File: src/rtl/dmem_lsu.sv
// dmem_lsu: load/store initiator for the word-addressed data memory of the
// RVX10 MEM stage. Each request is a single byte, half or word access.
// Loads are extended to 32 bits. Sub-word stores are built by reading the
// word, merging the new lane(s) and writing the word back.
// Misaligned accesses and illegal funct3 codes finish with resp_err set and
// never write memory.

module dmem_lsu #(
    parameter int AW = 32
) (
    input  logic          clk,
    input  logic          reset,
    input  logic          req_valid,
    output logic          req_ready,
    input  logic          req_we,
    input  logic [2:0]    req_funct3,
    input  logic [AW-1:0] req_addr,
    input  logic [31:0]   req_wdata,
    output logic          resp_valid,
    output logic [31:0]   resp_rdata,
    output logic          resp_err,
    output logic          mem_we,
    output logic [AW-1:0] mem_a,
    output logic [31:0]   mem_wd,
    input  logic [31:0]   mem_rd
);

    typedef enum logic [1:0] {
        IDLE   = 2'd0,
        ACCESS = 2'd1,
        WRITE  = 2'd2,
        RESP   = 2'd3
    } state_t;

    state_t state, state_next;

    logic          we_q;
    logic [2:0]    funct3_q;
    logic [AW-1:0] addr_q;
    logic [31:0]   wdata_q;
    logic [31:0]   merged_q;

    logic          accept;
    logic          illegal;
    logic          misaligned;
    logic          err;
    logic          is_word;
    logic          store_word;
    logic          store_sub;
    logic [7:0]    load_byte;
    logic [15:0]   load_half;
    logic [31:0]   load_data;
    logic [31:0]   merged_next;

    assign accept = (state == IDLE) && req_valid;

    // The memory only sees word addresses; the byte offset stays inside the LSU
    // so mem_a keeps its last value whenever no access is in progress.
    assign mem_a  = {addr_q[AW-1:2], 2'b00};

    // Decode the captured request: legality, alignment and store flavour.
    always_comb begin
        illegal    = 1'b0;
        misaligned = 1'b0;
        is_word    = (funct3_q[1:0] == 2'b10);
        if (funct3_q[1:0] == 2'b11) begin
            illegal = 1'b1;
        end
        if (funct3_q[2] && (we_q || funct3_q[1])) begin
            illegal = 1'b1;
        end
        if ((funct3_q[1:0] == 2'b01) && addr_q[0]) begin
            misaligned = 1'b1;
        end
        if (is_word && (addr_q[1:0] != 2'b00)) begin
            misaligned = 1'b1;
        end
        err        = illegal || misaligned;
        store_word = we_q && !err && is_word;
        store_sub  = we_q && !err && !is_word;
    end

    // Pick the addressed lane(s) out of the read word and extend them; the
    // unsigned variants (funct3[2]=1) zero-extend.
    always_comb begin
        load_byte = 8'h00;
        load_half = addr_q[1] ? mem_rd[31:16] : mem_rd[15:0];
        load_data = mem_rd;
        case (addr_q[1:0])
            2'd0:    load_byte = mem_rd[7:0];
            2'd1:    load_byte = mem_rd[15:8];
            2'd2:    load_byte = mem_rd[23:16];
            default: load_byte = mem_rd[31:24];
        endcase
        case (funct3_q[1:0])
            2'b00:   load_data = {{24{load_byte[7] & ~funct3_q[2]}}, load_byte};
            2'b01:   load_data = {{16{load_half[15] & ~funct3_q[2]}}, load_half};
            default: load_data = mem_rd;
        endcase
    end

    // Replace the addressed byte or half of the current word with store data.
    always_comb begin
        merged_next = mem_rd;
        if (funct3_q[1:0] == 2'b00) begin
            case (addr_q[1:0])
                2'd0:    merged_next[7:0]   = wdata_q[7:0];
                2'd1:    merged_next[15:8]  = wdata_q[7:0];
                2'd2:    merged_next[23:16] = wdata_q[7:0];
                default: merged_next[31:24] = wdata_q[7:0];
            endcase
        end else if (addr_q[1]) begin
            merged_next[31:16] = wdata_q[15:0];
        end else begin
            merged_next[15:0] = wdata_q[15:0];
        end
    end

    // Next-state and handshake/memory strobes. Strobes are masked during reset
    // so an aborted sub-word store never reaches memory and no response leaks.
    always_comb begin
        state_next = state;
        req_ready  = 1'b0;
        resp_valid = 1'b0;
        mem_we     = 1'b0;
        mem_wd     = merged_q;
        case (state)
            IDLE: begin
                req_ready = 1'b1;
                if (req_valid) begin
                    state_next = ACCESS;
                end
            end
            ACCESS: begin
                mem_wd = wdata_q;
                mem_we = store_word && !reset;
                state_next = store_sub ? WRITE : RESP;
            end
            WRITE: begin
                mem_we     = !reset;
                state_next = RESP;
            end
            RESP: begin
                resp_valid = !reset;
                state_next = IDLE;
            end
            default: state_next = IDLE;
        endcase
    end

    // State register.
    always_ff @(posedge clk) begin
        if (reset) begin
            state <= IDLE;
        end else begin
            state <= state_next;
        end
    end

    // Request capture, merge buffer and the response registers, which only
    // change on the way into RESP so they hold between responses.
    always_ff @(posedge clk) begin
        if (reset) begin
            we_q       <= 1'b0;
            funct3_q   <= 3'b000;
            addr_q     <= '0;
            wdata_q    <= 32'h0;
            merged_q   <= 32'h0;
            resp_rdata <= 32'h0;
            resp_err   <= 1'b0;
        end else begin
            if (accept) begin
                we_q     <= req_we;
                funct3_q <= req_funct3;
                addr_q   <= req_addr;
                wdata_q  <= req_wdata;
            end
            if (state == ACCESS) begin
                if (err) begin
                    resp_rdata <= 32'h0;
                    resp_err   <= 1'b1;
                end else if (!we_q) begin
                    resp_rdata <= load_data;
                    resp_err   <= 1'b0;
                end else if (store_word) begin
                    resp_rdata <= 32'h0;
                    resp_err   <= 1'b0;
                end else begin
                    merged_q <= merged_next;
                end
            end
            if (state == WRITE) begin
                resp_rdata <= 32'h0;
                resp_err   <= 1'b0;
            end
        end
    end

endmodule
File: config.mk
export PLATFORM = sky130hd
export DESIGN_NAME = dmem_lsu
export DESIGN_NICKNAME = d
export VERILOG_FILES = /design/src/rtl/dmem_lsu.sv
export SDC_FILE = /design/constraint.sdc
export NUM_CORES = 1
export LEC_CHECK = 0
export CORE_UTILIZATION = 45
export DETAILED_ROUTE_END_ITERATION = 10
export GPL_TIMING_DRIVEN = 1
export PLACE_DENSITY_LB_ADDON = 0.12
export SLEW_MARGIN = 20
export SYNTH_ARGS = -nofsm -noshare
export SYNTH_HDL_FRONTEND = slang
export SYNTH_SLANG_ARGS = --single-unit
File: constraint.sdc
create_clock -name clk -period 2.2 [get_ports clk]
set_clock_uncertainty 0.1 [all_clocks]
set_input_delay 0.22 -clock clk [delete_from_list [all_inputs] [get_ports clk]]
set_output_delay 0.22 -clock clk [all_outputs]
set_load 0.01 [all_outputs]
==> results of run 1 <==
-- stage by stage --
step	hold WS [ns]	power [mW]	area [sq um]
2_1_floorplan	0.256	5.41	6430
3_3_place_gp	0.342	6.70	8370
3_5_place_dp	0.345	6.78	8370
4_1_cts	0.233	10.0	9040
5_1_grt	0.246	10.5	9070
6_report	0.256	9.94	9070
-- registers in the layout, summed over array words and instances, names as in the netlist --
register and cells:
state 2, addr_q 32, resp_err 1, resp_rdata 32, we_q 1, wdata_q 32, merged_q 32, funct3_q 3
-- synth_stat cells (2+ instances only) --
cell type  count
a211o_1        8
a31oi_1        9
buf_1          9
o21ai_0        3
buf_4         35
ha_1           4
o221ai_1      15
and3_1         2
a21oi_1      107
nor2_1        29
nor2b_1        3
inv_1          5
a211oi_1       8
o2bb2ai_1     13
a22o_1         2
o2bb2ai_2     10
a221oi_1      10
o22a_1         8
mux2_2        32
mux2i_1       16
dfxtp_1      135
clkbuf_1      29
nor3_1         4
a311oi_1       8
nand3_1       10
buf_6          6
nand2_1      171
and2_1         4
buf_2         16
and3b_1        7
-- logic make-up after synthesis --
family | after synthesis | share of synthesized area (%)
adders and majority gates | 4 | 0.779
and+or+nand+nor | 240 | 15.9
other | 1 | 0.0583
DFF | 135 | 42.0
AOI/OAI and AO/OA | 212 | 23.8
muxes | 50 | 8.55
buffers and inverters | 100 | 8.90
-- final cells by class --
cell class	instances	area [sq um]	share of cell area (%)
flip-flops and latches	135	2710	29.8
clock inverters	12	198	2.18
well taps	180	225	2.48
repair buffers	231	2290	25.3
inverters	5	18.8	0.207
clock buffers	20	457	5.04
multi-input cells	508	3170	35.0
-- layer usage --
metal	global-route usage [%]	part of all wire [%]	routed length, microns
met4	11.7	2.1	391
met1	36.5	47	8860
met3	7.05	7.8	1470
met5	0	0	0
met2	37.4	43	8210
-- where the power goes --
group	switching, mW	leakage (nW)	internal, mW
clock	1.04	0.316	2.07
combinational	1.79	2.07	1.74
sequential	0.364	1.10	2.93
-- timing repair --
item,in CTS,in global routing
buffers inserted,3,1
pin swaps,2,1
setup endpoints to repair,33,19
cloned,1,0
gates resized for setup,43,17
-- tightest hold or removal path: stages --
cell and delay, ns:
clkdlybuf4s50_1 0.39, nand2_1 0.06, a21oi_1 0.05
-- worst paths after layout --
| path | cells past startpoint | start | slack [ns] | to |
|---|---|---|---|---|
| setup / recovery | 5 | state[1] | 0.06 | mem_wd[1] |
| hold / removal | 3 | req_wdata[7] | 0.26 | wdata_q[7] |
| setup reg to reg | 6 | addr_q[0] | 0.18 | resp_rdata[15] |
| hold reg to reg | 2 | addr_q[6] | 0.35 | addr_q[6] |
==> metrics, run 1 <==
slowest CP cell mux2_2; CTS clk-pin slew, worst paths 0.05 ns; synth warn 0; number of global-route vias before repair 5654; gr usage total 26.2%; clk sink count 135; Placed Instances 1054; Rel. slew slack 55.8%; die area 14800 sq um; worst-path cell chain inv_2 > ha_4 > buf_12 > mux2_2 > dlygate4sd2_1; worst skew pair latency 0.41 ns; crit path DAT 1.82 ns; final hold vios 0; sequential fraction of the synthesis area 42.0%; Wirelength per Cell 17.3 microns; layout cells sized above 1 13.5%; main area contributors after synthesis dfxtp_1, nand2_1, a21oi_1; Fill cells 1145; CP bufs+invs 3; port buffer count 200; dominant cell type by area after synthesis dfxtp_1; FMAX 468 MHz; Via density 5.46; worst slew pin tran 0.664 ns; Post-synth EDFFs 0; ys async rst share 0%; CTS Buf Count 17; WS Path Type flop to primary output; Yosys cell types 54; Avg Cell Area, Syn 8.66 sq um; grt ovf 0; DR vias 5962; peak supply drop 0.610 mV; CP peak stage delay 0.34 ns; Post-Layout Cell Count 1091; CTS Hold Bufs 0; minimum clock period 2.14 ns; htree depth 4; post-route ant nets 0; total routed wirelength 18.9 mm; Total Neg Setup Slack 0 ns; Core Util, Final 65.3%; initial cell density of the core 46.3%; worst-case clock buffer depth 2; nets@finish 1005; Pwr Density 1100 nW/um^2; Syn Inst Count 742; antenna violations before repair 0; dpl ws 0.115 ns; crit path capture type primary output; synthesized area 6430 sq um; core area 13900 sq um; chip height 122 microns; Starting DRT DRC Count 532; largest net degree at the start of global routing 65; area grow syn2layout 41.1%; CTS root buf clkbuf_16; I/O Pins 203; top cell type's share of synthesized area 42.0%; Startpoint Class flop; DRC Markers 0; CTS tree yes; antenna cells 0; status completed; Setup violations, final 0; leakage 3.49 nW; max cap viols 0; RSZ-0062 raised after global routing false; hold crit path type input port to flop; num rows 43; Critical Path RT 1.88 ns; Largest delay share family, worst path buffers and inverters; commonest cells after routing, fill and taps aside nand2_1, clkdlybuf4s50_1, dfxtp_1, a21oi_1, mux2_2; first-pass GRT wire length 29.7 mm; Die X 122 microns; Synth Register Bits 135; Crit Path Max Fanout 17; commonest non-fill, non-tap cell in the layout nand2_1; fin crit share 97.1%; top_reg_cell synth dfxtp_1; drt first pass iters 6; GP Congestion 0.858; post-DP HPWL 13.4 mm; Max Slew Vio Count 0; post-route setup slack 0.0631 ns
Power figures use the tool's default switching activity.
==> inputs of run 2 (changes only) <==
- GPL_ROUTABILITY_DRIVEN: not set -> 1
==> results of run 2 <==
Final layout, timing and power as in run 1 (identical DEF).
==> inputs of run 3 (changes only) <==
- CAP_MARGIN: not set -> 10
- CORE_MARGIN: not set -> 2
- DONT_BUFFER_PORTS: not set -> 1
==> metrics, run 3 (synthesized netlist as in run 1, its figures left out) <==
layout cells sized above 1 14.3%; Hold Path Origin mem_rd[8]; total routed wirelength 19.5 mm; Startpoint Class flop; worst r2r src state[0]; Most Used Layer, Global Route met2; status completed; Setup violations, final 0; Rel. slew slack 53.3%; total power 8.96 mW; DR vias 5623; core area 13900 sq um; nets@finish 899; max cap viols 0; met2 usage 38.2%; Area after DPL 6330 sq um; reg2reg path depth 7; Pwr Density 1120 nW/um^2; Clock power frac 32.1%; leakage 3.04 nW; worst slew pin tran 0.700 ns; worst skew pair latency 0.42 ns; CTS tree yes; chip height 124 microns; minimum clock period 2.10 ns; clk sink count 135; Critical Path RT 1.88 ns; Post-Layout Cell Count 985; peak supply drop 0.632 mV; number of global-route vias before repair 5425; routing usage on met1 33.4%; CTS clk-pin slew, worst paths 0.06 ns; FMAX 476 MHz; port buffer count 0; M3 GR Usage 9.73%; post-route cell area 8020 sq um; area grow syn2layout 24.7%; htree depth 4; Wirelength per Cell 19.8 microns; num rows 43; commonest non-fill, non-tap cell in the layout nand2_1; I/O Pins 203; Via density 5.71; post-route setup slack 0.101 ns; P_int 5.88 mW; postcts setup bufs 0; Core Util, Final 57.5%; final hold vios 0; Max Slew Vio Count 0; combinational power share 29.0%; Reg power frac 39.0%; post-DP HPWL 12.8 mm; crit path capture type primary output; commonest cells after routing, fill and taps aside nand2_1, dfxtp_1, a21oi_1, dlygate4sd3_1, mux2_2; dpl ws 0.155 ns; GP Congestion 0.853; CTS Buf Count 17; hold crit path type input port to flop; Hold Crit Depth 3; grt ovf 0; initial cell density of the core 46.1%; post-route ant nets 0; largest net degree at the start of global routing 100; drt first pass iters 5; die area 15300 sq um; Starting DRT DRC Count 417; WS Path Type flop to primary output; gr usage total 25.5%; Worst R2R Setup Slack 0.13 ns; Die X 124 microns; Switching Fraction 34.4%; worst-case clock buffer depth 2; fin crit share 95.4%; antenna violations before repair 1; crit path DAT 1.78 ns; DRC Markers 0; first-pass GRT wire length 29.6 mm; Critical R2R Capture addr_q[18]; Placed Instances 851; CTS root buf clkbuf_16; Crit Path Max Fanout 9; P_sw 3.09 mW; Hold Path Sink resp_rdata[8]
## run 3: through the flow
stage | setup TNS (ns) | hold slack, ns
final | 0 | 0.00606
after global routing | -0.00451 | 0.0126
after CTS | 0 | 0.00216
after detailed placement | 0 | 0.198
after global placement | 0 | 0.194
after floorplan | 0 | 0.256
## run 3: timing repair
action / CTS / global route
gates resized for setup: 1 / 7
hold endpoints to repair: 133 / 0
hold buffers: 102 / 0
endpoints found under the setup margin: 1 / 37
## run 3: worst max path at each step
| stage | from | to | slack, ns | cells after the start |
|---|---|---|---|---|
| finish | funct3_q[0] | mem_we | 0.10 | 5 |
| CTS | state[1] | mem_wd[13] | 0.007 | 4 |
| detailed placement | funct3_q[1] | resp_rdata[14] | 0.16 | 3 |
| global placement | funct3_q[1] | resp_rdata[14] | 0.27 | 3 |
| global route | state[1] | mem_we | -0.005 | 6 |
| floorplan | state[1] | resp_rdata[10] | 0.35 | 8 |
## run 3: worst max-delay path, cell delays in order, from the launching register on
cell and delay (ns):
dfxtp_1 0.35, buf_4 0.19, nor4_4 0.30, a31oi_1 0.15, nor3b_2 0.20, buf_4 0.15
## run 3: area by class of cell
type	count	area, sq um
fillers	1190	5920
multi-input cells	508	3200
flip-flops and latches	135	2710
repair buffers	125	1260
clock buffers	24	512
well taps	180	225
clock inverters	7	91.3
inverters	5	18.8
diodes	1	2.50
## run 3: power groups by stage
stage	logic (mW)	registers, mW	clock network [mW]
finish	2.60	3.49	2.87
detailed placement	2.32	3.53	0
global route	2.83	3.56	3.05
CTS	2.54	3.48	2.92
global placement	2.25	3.51	0
floorplan	2.10	3.30	0
## run 3: layer usage
layer	wire, microns	up-vias	share of wire [%]
met4	279	0	1.4
li1	-	2699	-
met5	0	-	0
met2	8730	222	45
met1	8560	2676	44
met3	1910	26	9.8
